### config.mk
export PLATFORM = sky130hd
export DESIGN_NAME = cpu_lsu
export DESIGN_NICKNAME = d
export VERILOG_FILES = /design/src/rtl/cpu_lsu_pkg.sv /design/src/rtl/cpu_lsu_align.sv /design/src/rtl/cpu_lsu.sv
export SDC_FILE = /design/constraint.sdc
export NUM_CORES = 1
export LEC_CHECK = 0
export CAP_MARGIN = 25
export CORE_ASPECT_RATIO = 2
export CORE_UTILIZATION = 46
export DETAILED_ROUTE_END_ITERATION = 8
export PLACE_DENSITY = 0.87
export SETUP_SLACK_MARGIN = 0.2
export SKIP_LAST_GASP = 1
export SYNTH_ARGS = -nofsm -noshare
export SYNTH_HDL_FRONTEND = slang
export SYNTH_SLANG_ARGS = --single-unit
### constraint.sdc
create_clock -name clk -period 4.4 [get_ports clk]
set_input_delay 0.44 -clock clk [delete_from_list [all_inputs] [get_ports clk]]
set_output_delay 0.44 -clock clk [all_outputs]
set_load 0.05 [all_outputs]
### src/rtl/cpu_lsu_pkg.sv
// rtl/cpu_lsu_pkg.sv - shared encodings and defaults for the load/store unit
package cpu_lsu_pkg;

    // funct3 access size/sign encodings (stores reuse B/H/W)
    localparam logic [2:0] F3_B  = 3'b000;
    localparam logic [2:0] F3_H  = 3'b001;
    localparam logic [2:0] F3_W  = 3'b010;
    localparam logic [2:0] F3_BU = 3'b100;
    localparam logic [2:0] F3_HU = 3'b101;

    // FSM state encodings
    localparam logic [2:0] IDLE = 3'd0;
    localparam logic [2:0] REQ  = 3'd1;
    localparam logic [2:0] DONE = 3'd2;
    localparam logic [2:0] ERR  = 3'd3;
    localparam logic [2:0] TOUT = 3'd4;

    // Internal access-size codes
    localparam logic [1:0] SZ_B = 2'd0;
    localparam logic [1:0] SZ_H = 2'd1;
    localparam logic [1:0] SZ_W = 2'd2;

    localparam int DEFAULT_TIMEOUT = 16;

    // Size depends only on the low funct3 bits; undefined codes fall to word
    function automatic logic [1:0] accessSize(input logic [1:0] f3Lo);
        case (f3Lo)
            2'b00:   accessSize = SZ_B;
            2'b01:   accessSize = SZ_H;
            default: accessSize = SZ_W;
        endcase
    endfunction

endpackage

### src/rtl/cpu_lsu_align.sv
// rtl/cpu_lsu_align.sv - byte-lane steering, extension and misalign detection
module cpu_lsu_align
    import cpu_lsu_pkg::*;
#(
    parameter int XLEN = 32
) (
    input  logic [1:0]      reqF3Lo,
    input  logic [1:0]      reqOffset,
    input  logic [XLEN-1:0] reqWdata,
    output logic [3:0]      reqWstrb,
    output logic [XLEN-1:0] laneWdata,
    output logic            misaligned,
    input  logic [2:0]      ldFunct3,
    input  logic [1:0]      ldOffset,
    input  logic [XLEN-1:0] rdata,
    output logic [XLEN-1:0] loadExt
);

    logic [7:0]  byteLane;
    logic [15:0] halfLane;

    // Store side: strobes, lane-replicated data and alignment check of the live request
    always_comb begin
        reqWstrb   = 4'b1111;
        laneWdata  = reqWdata;
        misaligned = 1'b0;
        case (accessSize(reqF3Lo))
            SZ_B: begin
                reqWstrb  = 4'b0001 << reqOffset;
                laneWdata = {4{reqWdata[7:0]}};
            end
            SZ_H: begin
                reqWstrb   = 4'b0011 << reqOffset;
                laneWdata  = {2{reqWdata[15:0]}};
                misaligned = reqOffset[0];
            end
            default: begin
                misaligned = |reqOffset;
            end
        endcase
    end

    // Load side: pick the addressed lane of the bus word and extend it
    always_comb begin
        byteLane = rdata[{ldOffset, 3'b000} +: 8];
        halfLane = ldOffset[1] ? rdata[31:16] : rdata[15:0];
        loadExt  = rdata;
        case (accessSize(ldFunct3[1:0]))
            SZ_B:    loadExt = ldFunct3[2] ? {{(XLEN-8){1'b0}}, byteLane}
                                           : {{(XLEN-8){byteLane[7]}}, byteLane};
            SZ_H:    loadExt = ldFunct3[2] ? {{(XLEN-16){1'b0}}, halfLane}
                                           : {{(XLEN-16){halfLane[15]}}, halfLane};
            default: loadExt = rdata;
        endcase
    end

endmodule

### src/rtl/cpu_lsu.sv
// rtl/cpu_lsu.sv - load/store unit: request FSM, bus handshake and timeout
module cpu_lsu
    import cpu_lsu_pkg::*;
#(
    parameter int TIMEOUT = DEFAULT_TIMEOUT,
    parameter int XLEN    = 32
) (
    input  logic            clk,
    input  logic            rst_n,
    input  logic            mem_read,
    input  logic            mem_write,
    input  logic            req_valid,
    input  logic [2:0]      funct3,
    input  logic [XLEN-1:0] addr,
    input  logic [XLEN-1:0] wdata,
    output logic            stall,
    output logic            done,
    output logic [XLEN-1:0] load_data,
    output logic            misalign_err,
    output logic            bus_err,
    output logic            bus_req,
    output logic            bus_we,
    output logic [XLEN-1:0] bus_addr,
    output logic [3:0]      bus_wstrb,
    output logic [XLEN-1:0] bus_wdata,
    input  logic            bus_ack,
    input  logic [XLEN-1:0] bus_rdata
);

    localparam int CW = $clog2(TIMEOUT);

    logic [2:0]      state;
    logic [CW-1:0]   tmoCount;
    logic [2:0]      f3Reg;
    logic [1:0]      offReg;
    logic            weReg;
    logic [XLEN-1:0] addrReg;
    logic [XLEN-1:0] wdataReg;
    logic [3:0]      strbReg;
    logic [XLEN-1:0] loadReg;

    logic            accept;
    logic            isStore;
    logic            misaligned;
    logic [3:0]      reqWstrb;
    logic [XLEN-1:0] laneWdata;
    logic [XLEN-1:0] loadExt;

    // A write wins when both controls are high
    assign accept  = (state == IDLE) && req_valid && (mem_read || mem_write);
    assign isStore = mem_write;

    cpu_lsu_align #(.XLEN(XLEN)) u_align (
        .reqF3Lo    (funct3[1:0]),
        .reqOffset  (addr[1:0]),
        .reqWdata   (wdata),
        .reqWstrb   (reqWstrb),
        .laneWdata  (laneWdata),
        .misaligned (misaligned),
        .ldFunct3   (f3Reg),
        .ldOffset   (offReg),
        .rdata      (bus_rdata),
        .loadExt    (loadExt)
    );

    // Request FSM: latch the access on accept, wait for ack or timeout, report for one cycle
    always_ff @(posedge clk) begin
        if (!rst_n) begin
            state    <= IDLE;
            tmoCount <= '0;
            f3Reg    <= '0;
            offReg   <= '0;
            weReg    <= 1'b0;
            addrReg  <= '0;
            wdataReg <= '0;
            strbReg  <= '0;
            loadReg  <= '0;
        end else begin
            case (state)
                IDLE: begin
                    if (accept) begin
                        tmoCount <= '0;
                        if (misaligned) begin
                            state <= ERR;
                        end else begin
                            state    <= REQ;
                            f3Reg    <= funct3;
                            offReg   <= addr[1:0];
                            weReg    <= isStore;
                            addrReg  <= {addr[XLEN-1:2], 2'b00};
                            wdataReg <= laneWdata;
                            strbReg  <= isStore ? reqWstrb : 4'b0000;
                        end
                    end
                end
                REQ: begin
                    if (bus_ack) begin
                        state <= DONE;
                        if (!weReg) begin
                            loadReg <= loadExt;
                        end
                    end else if (tmoCount == CW'(TIMEOUT - 1)) begin
                        state <= TOUT;
                    end else begin
                        tmoCount <= tmoCount + 1'b1;
                    end
                end
                DONE, ERR, TOUT: state <= IDLE;
                default:         state <= IDLE;
            endcase
        end
    end

    assign bus_req      = (state == REQ);
    assign bus_we       = weReg & bus_req;
    assign bus_addr     = addrReg;
    assign bus_wstrb    = bus_req ? strbReg : 4'b0000;
    assign bus_wdata    = wdataReg;
    assign stall        = accept || (state == REQ);
    assign done         = (state == DONE) || (state == ERR) || (state == TOUT);
    assign misalign_err = (state == ERR);
    assign bus_err      = (state == TOUT);
    assign load_data    = loadReg;

endmodule

=== Word-level counts from Yosys, hierarchy flattened ===
Cells that the tools add are included.

* Reductions and logical operators: 17
* Shift operators: 3
* Muxes and demuxes: 20
* Equal/unequal tests: 13
* Add/sub/neg operators: 1
* Bitwise logic cells: 3

{| class="wikitable"
|+ Operators with widths
! kind !! count
|-
| one-hot mux 32 bit (2 select lines) || 2
|-
| two-way mux 32 bit || 2
|-
| indexed part select 32 x 6 -> 8 bit || 1
|-
| two-way mux 4 bit || 5
|-
| two-way mux 16 bit || 1
|-
| one-hot mux 4 bit (2 select lines) || 2
|-
| two-way mux 3 bit || 3
|-
| == test 2 x 1 -> 1 bit (second input constant) || 4
|-
| zero test 2 bit || 4
|-
| one-hot mux 2 bit (2 select lines) || 2
|-
| == test 3 x 2 -> 1 bit (second input constant) || 2
|-
| != test 2 bit (second input constant) || 3
|-
| one-hot mux 3 bit (2 select lines) || 1
|-
| AND reduction 3 bit || 2
|-
| adder 4 x 1 -> 4 bit (second input constant) || 1
|-
| == test 4 bit (second input constant) || 1
|-
| logical OR 1 bit || 4
|-
| AND reduction 4 bit || 1
|-
| << shifter 1 x 2 -> 4 bit (first input constant) || 1
|-
| << shifter 2 x 2 -> 4 bit (first input constant) || 1
|-
| == test 3 x 1 -> 1 bit (second input constant) || 1
|-
| == test 3 bit (second input constant) || 1
|-
| zero test 3 bit || 1
|-
| != test 3 x 1 -> 1 bit (second input constant) || 1
|-
| 8 further kinds || 10
|}

* Flip-flop bits (word level): 111
* Input bits: 105

=== Longest topological paths before layout ===
Gate-level depths: netlist of run 1.

* Word-level depth: 7
* Gate-level depth with buffers: 7

=== Modules after synthesis ===
A second synthesis of run 1 with hierarchy kept.

* Cell total of the unflattened synthesis: 699
* Area, all modules: 5731.7 µm²

{| class="wikitable"
|+ By module, submodules not included
! module !! cells an instance !! area each (µm²) !! instances
|-
| cpu_lsu || 513 || 4500.6 || 1
|-
| cpu_lsu_align || 186 || 1231.2 || 1
|}

=== Worst setup path after synthesis of run 1 ===
OpenSTA, ideal clock, no wires.

* Path type: register to output
* Start point: register state[2]
* End point: output port done
* Buffers on the path: 0
* Data required time: 3.960 ns
* Stages on the path, launching flop included: 4
* Path slack: 1.978 ns
* Arrival time: 1.982 ns
* Cells stage by stage: dfxtp_1 > inv_1 > nor3_1 > a21o_1

{| class="wikitable"
|+ RTL lines
! what !! RTL line !! text
|-
| start: declaration || cpu_lsu.sv:32 || <nowiki>logic [2:0] state;</nowiki>
|-
| start signal: assignment || cpu_lsu.sv:69 || <nowiki>state <= IDLE;</nowiki>
|-
| start signal: assignment || cpu_lsu.sv:84 || <nowiki>state <= ERR;</nowiki>
|-
| start signal: assignment || cpu_lsu.sv:86 || <nowiki>state <= REQ;</nowiki>
|-
| == test 3 bit || - ||
|-
| net bus_err || cpu_lsu.sv:20 || <nowiki>output logic bus_err,</nowiki>
|-
| logical OR 1 bit || cpu_lsu.sv:120 || <nowiki>assign done = (state == DONE) || (state == ERR) || (state == TOUT);</nowiki>
|-
| end: declaration || cpu_lsu.sv:17 || <nowiki>output logic done,</nowiki>
|}

The timed path passes the listed nets, and every way through them passes these cells.

=== Worst setup path in the final report of run 1 ===
* Start point: input port req_valid
* End point: output port stall

* Word-level cells in the longest chain between the ends: 3

{| class="wikitable"
|+ Ends and longest elaborated chain
! what !! RTL line !! text
|-
| start: declaration || cpu_lsu.sv:12 || <nowiki>input logic req_valid,</nowiki>
|-
| logical AND 1 bit (2 in series) || cpu_lsu.sv:50 || <nowiki>assign accept = (state == IDLE) && req_valid && (mem_read || mem_write);</nowiki>
|-
| logical OR 1 bit || cpu_lsu.sv:119 || <nowiki>assign stall = accept || (state == REQ);</nowiki>
|-
| end: declaration || cpu_lsu.sv:16 || <nowiki>output logic stall,</nowiki>
|}

Every way passes these cells.

==> results of run 1 <==
cells in the mapped netlist (6+ instances only):
master	n	share of area, %
o211ai_1	10	1.5
nand2_1	159	12
a31oi_1	17	2.1
a22o_1	7	1.2
and2_1	7	0.88
a222oi_1	7	1.4
mux2i_1	27	5.4
a21oi_1	17	1.7
mux2_2	7	1.6
a21boi_1	8	1.2
inv_1	11	0.83
buf_2	13	1.3
a21boi_0	49	7.4
clkbuf_1	30	2.3
dfxtp_1	111	45
nor2_1	6	0.45
o21ai_0	36	3.6
o211a_1	16	3.2
critical path, stage by stage:
cell and delay, ps:
clkdlybuf4s50_1 460, nor4b_1 700, nand2_1 160, nand2b_1 130, clkdlybuf4s50_1 810
power breakdown:
part,leakage [nW],switching [W],total [W],internal (W)
Clock,0.141,0.000383,0.000774,0.000392
Combinational,1.83,0.000375,0.000628,0.000253
Sequential,0.904,0.0000355,0.00109,0.00106
Total,2.87,0.000793,0.00250,0.00170
stage by stage:
stage               utilization, %  total power [W]  instances
floorplan                        -          0.00149        589
global placement              67.1          0.00173        890
detailed placement            67.1          0.00174        891
CTS                           69.8          0.00252        907
global route                  69.8          0.00261        907
finish                        69.8          0.00250        907
area by class of cell:
type	instances	area, um^2
Clock buffer	9	225
Clock inverter	7	53.8
Fill cell	808	3190
Inverter	11	41.3
Multi-Input combinational cell	417	2510
Sequential cell	111	2220
Tap cell	137	171
Timing Repair Buffer	215	2130
registers in the layout (all words and copies together) (netlist names):
name,count
state,3
bus_addr,30
tmoCount,4
f3Reg,3
offReg,2
load_data,32
strbReg,4
weReg,1
bus_wdata,32
kinds of logic (layout without fill, tap and decap cells):
group,count (synthesis),after routing
compound gates,179,179
xor+xnor,2,2
fa+ha+maj,1,1
buf+inv,61,242
flops,111,111
mux,34,34
other cells,1,2
simple gates,199,199
routing by layer:
metal | vias up | part of all wire [%] | track usage (%)
li1 | 2398 | - | -
met5 | - | 0 | 0
met1 | 2271 | 35 | 26.2
met3 | 50 | 6.1 | 6.15
met4 | 0 | 5.9 | 17.8
met2 | 229 | 53 | 50.2
worst max path at each step:
stage,to
floorplan,done
global placement,stall
detailed placement,bus_addr[23]
CTS,stall
global route,stall
finish,stall
==> results.json, run 1 <==
{
  "netlist-cell-type-count": 50,
  "finalNetCount": 871,
  "antenna_found_initial": 0,
  "clk_pin_slew_ps": 70,
  "synthFlopType": "dfxtp_1",
  "p_per_area_mw_per_mm2": 339,
  "reg2regPathDepth": 5,
  "clockRootBuffer": "clkbuf_16",
  "drtAntennaViolNets": 0,
  "yosysSeqAreaShare_pct": 44.6,
  "areaGrowthSynthToFinish_pct": 47.6,
  "synth-simple-area-share_pct": 17.1,
  "outcome": "complete, no violations",
  "max_slew.worst_pin.slew_ps": 965,
  "synth_top_family_by_area": "compound AO/OA/AOI/OAI gates",
  "place_hpwl_um": 11500,
  "layout_common_cells": "207 x clkdlybuf4s50_1, 159 x nand2_1, 111 x dfxtp_1",
  "critical_path_class": "input pin to primary output",
  "synth_adder_area_share_pct": 0.251,
  "fin_skew_ps": 10.5,
  "dr.pass1.iters": 5,
  "slew_headroom_pct": 35.7,
  "min_to": "bus_wdata[30]",
  "dpl_cell_area_mm2": 0.00708,
  "crit_path_max_fanout": 4,
  "post_cts_buffers": 0,
  "insertion_delay_ps": 350,
  "grt_pass1_vias": 4820,
  "syn-instance-count": 588,
  "overflow": 0,
  "synth_enable_flop_cells": 0,
  "diodes": 0,
  "num_vias": 4948,
  "die_width_um": 75.6,
  "p_leak_nw": 2.87,
  "start_util_pct": 47.3,
  "yosysWarningCount": 0,
  "cts.sinks": 111,
  "pre_cts_slack_ps": 1160,
  "synth_area_per_cell_um2": 8.48,
  "ctsHoldBuffers": 0,
  "reg2reg_to": "bus_addr[23]",
  "min_from": "bus_wdata[30]",
  "dieArea_mm2": 0.0113,
  "finalSetupTns_ps": 0,
  "grt.total_usage_pct": 27.5,
  "synth.area.mux_share_pct": 7.00,
  "setup.worst_path.start_class": "input pin",
  "hold_violations": 0,
  "hold_path.class": "flop to flop",
  "finalSetupViolCount": 0,
  "portBuffers": 208,
  "async_flop_share_pct": 0,
  "core.rowCount": 53,
  "first_iter_violations": 234,
  "regToRegSetupSlack_ps": 1950,
  "rsz0062_at_grt": "false",
  "fin_crit_sh_pct": 71.4,
  "min_period_ps": 3140,
  "grt_pass1_wl_um": 23300,
  "finalWorstSetupSlack_ps": 1260,
  "slew_viol_final": 0,
  "final_common_cell": "clkdlybuf4s50_1",
  "htreeDepth": 3,
  "grt_max_degree": 80,
  "max-cap-violations": 0,
  "drive_above_1_share_pct": 5.32,
  "final_cell_area_mm2": 0.00736,
  "core_area_mm2": 0.0105,
  "cp.arrival_ps": 2700,
  "holdWs_ps": 456,
  "synth_seq_cells": 111,
  "ir_worst_vdd_v": 0.000264,
  "cts_buffers": 9,
  "cts_buffer_depth": 2,
  "cts_resized": 0,
  "timing.rr.start": "state[2]",
  "wl_per_cell_um": 17.0,
  "drc": 0,
  "cts_tree": "done",
  "required_ps": 3960,
  "die_h_um": 149,
  "min_delay_path_depth": 2,
  "synth-compound-area-share_pct": 25.4,
  "crit_start": "req_valid",
  "synth_xor_area_share_pct": 0.351,
  "ios": 211,
  "end_kind": "primary output",
  "fmax_ghz": 0.318,
  "drt-total-wl_um": 15400,
  "syn-cell-area_mm2": 0.00498,
  "vias_per_cell": 5.46,
  "gp_congestion": 0.869
}
Power figures use the tool's default switching activity.
==> run 2: changes to the inputs <==
--- a/config.mk
+++ b/config.mk
@@ -7,9 +7,9 @@
 export LEC_CHECK = 0
 export CAP_MARGIN = 25
 export CORE_ASPECT_RATIO = 2
-export CORE_UTILIZATION = 46
+export CORE_UTILIZATION = 39
 export DETAILED_ROUTE_END_ITERATION = 8
-export PLACE_DENSITY = 0.87
+export PLACE_DENSITY = 0.78
 export SETUP_SLACK_MARGIN = 0.2
 export SKIP_LAST_GASP = 1
 export SYNTH_ARGS = -nofsm -noshare
==> constraint.sdc (replaced) <==
create_clock -name clk -period 2.5 [get_ports clk]
set_input_delay 0.25 -clock clk [delete_from_list [all_inputs] [get_ports clk]]
set_output_delay 0.25 -clock clk [all_outputs]
set_load 0.05 [all_outputs]
==> results.json, run 2 (synthesis gave the netlist of run 1 again) <==
{
  "crit_start": "state[0]",
  "fin_skew_ps": 10.5,
  "max-cap-violations": 0,
  "clockRootBuffer": "clkbuf_16",
  "finalSetupTns_ps": 0,
  "fillers": 1077,
  "grt.total_usage_pct": 23.8,
  "areaGrowthSynthToFinish_pct": 51.4,
  "cp.arrival_ps": 1830,
  "num_vias": 4990,
  "intPower_w": 0.00307,
  "critical_path_class": "flop to primary output",
  "portBuffers": 208,
  "path_cells": "nor3b_1, buf_4, and2_1, buf_12",
  "swShare_pct": 31.3,
  "end_kind": "primary output",
  "core_area_mm2": 0.0125,
  "crit_buf_inv": 2,
  "vias_per_cell": 5.39,
  "hold_path.class": "input pin to flop",
  "start_util_pct": 39.9,
  "setup.worst_path.start_class": "flop",
  "gp_congestion": 0.853,
  "timing.rr.start": "offReg[1]",
  "layout_common_cells": "198 x clkdlybuf4s50_1, 159 x nand2_1, 111 x dfxtp_1",
  "drtAntennaViolNets": 0,
  "clk_pin_slew_ps": 70,
  "antenna_found_initial": 0,
  "p_leak_nw": 2.99,
  "finalNetCount": 877,
  "critPathCapture": "bus_wstrb[2]",
  "crit_path_max_fanout": 10,
  "finalWorstSetupSlack_ps": 419,
  "pre_cts_slack_ps": 241,
  "drive_above_1_share_pct": 6.96,
  "diodes": 0,
  "cts_tree": "done",
  "power_frac_seq_pct": 43.1,
  "regToRegSetupSlack_ps": 490,
  "p_per_area_mw_per_mm2": 593,
  "multi_input_area_mm2": 0.00251,
  "p_switching_w": 0.00140,
  "fmax_ghz": 0.480,
  "min_delay_path_depth": 3,
  "crit_cells": 4,
  "htreeDepth": 3,
  "grt_pass1_wl_um": 24000,
  "die_h_um": 162,
  "place_hpwl_um": 11800,
  "rsz0062_at_grt": "false",
  "min_period_ps": 2080,
  "final_common_cell": "clkdlybuf4s50_1",
  "comb_power_share_pct": 25.3,
  "hold_violations": 0,
  "die_width_um": 81.9,
  "slew_headroom_pct": 61.3,
  "post_cts_buffers": 0,
  "overflow": 0,
  "drc": 0,
  "drt-total-wl_um": 15700,
  "grt_pass1_vias": 4860,
  "path_delay_family": "simple AND/OR/NAND/NOR gates",
  "max_slew.worst_pin.slew_ps": 578,
  "cts_buffer_depth": 2,
  "cp_slowest_cell": "nor3b_1",
  "critPathMaxStageDelay_ps": 440,
  "grt_max_degree": 87,
  "first_iter_violations": 181,
  "reg2regPathDepth": 4,
  "insertion_delay_ps": 340,
  "ios": 211,
  "required_ps": 2250,
  "fin_crit_sh_pct": 83.3,
  "dr.pass1.iters": 6,
  "wl_per_cell_um": 17.0,
  "pwr-share-clk_pct": 31.6,
  "core.rowCount": 58,
  "slew_viol_final": 0,
  "reg2reg_to": "load_data[15]",
  "cts_buffers": 9,
  "finalSetupViolCount": 0,
  "register_area_mm2": 0.00222,
  "outcome": "complete, no violations",
  "ir_worst_vdd_v": 0.000376,
  "dieArea_mm2": 0.0133,
  "cts.sinks": 111
}
==> run 2: worst min-delay path, stage by stage <==
cell and delay (ps):
buf_2 260, nand2_1 110, nor3_1 40
==> run 2: routing by layer <==
| layer | track usage [%] | vias up | routed length (um) |
|---|---|---|---|
| met4 | 15.8 | 0 | 893 |
| li1 | - | 2402 | - |
| met5 | 0 | - | 0 |
| met3 | 4.49 | 54 | 857 |
| met2 | 43.7 | 187 | 8670 |
| met1 | 22.9 | 2347 | 5330 |
==> run 2: what timing repair did <==
action,in CTS,in global routing
endpoints found under the setup margin,0,2
hold buffers,0,0
gates resized for setup,0,2
==> run 2: how the worst min path moves through the flow <==
stage | from | endpoint | slack, ps
global placement | bus_wdata[30] | bus_wdata[30] | 440
detailed placement | bus_wdata[25] | bus_wdata[25] | 450
finish | rst_n | state[2] | 370
floorplan | bus_ack | state[2] | 330
CTS | rst_n | state[2] | 370
global route | rst_n | bus_wdata[12] | 410
==> run 2: per-stage QoR <==
stage | hold WS (ps) | util (%) | area, um^2 | power, W | instances
floorplan | 327 | - | 4990 | 0.00261 | 589
global placement | 443 | 58.1 | 7250 | 0.00308 | 910
detailed placement | 449 | 58.1 | 7250 | 0.00310 | 910
CTS | 372 | 60.4 | 7540 | 0.00450 | 926
global route | 412 | 60.4 | 7540 | 0.00463 | 926
finish | 371 | 60.4 | 7540 | 0.00448 | 926
==> run 2: power groups by stage <==
stage,Sequential [W],Combinational [W],Clock (W)
2_1_floorplan,0.00224,0.000371,0
3_3_place_gp,0.00196,0.00111,0
3_5_place_dp,0.00197,0.00113,0
4_1_cts,0.00193,0.00113,0.00144
5_1_grt,0.00194,0.00120,0.00150
6_report,0.00193,0.00113,0.00141
==> run 2: cell type report <==
| type | count | share of cell area (%) |
|---|---|---|
| Clock buffer | 11 | 3.35 |
| Clock inverter | 5 | 0.531 |
| Inverter | 11 | 0.547 |
| Multi-Input combinational cell | 417 | 33.3 |
| Sequential cell | 111 | 29.5 |
| Tap cell | 150 | 2.49 |
| Timing Repair Buffer | 221 | 30.3 |
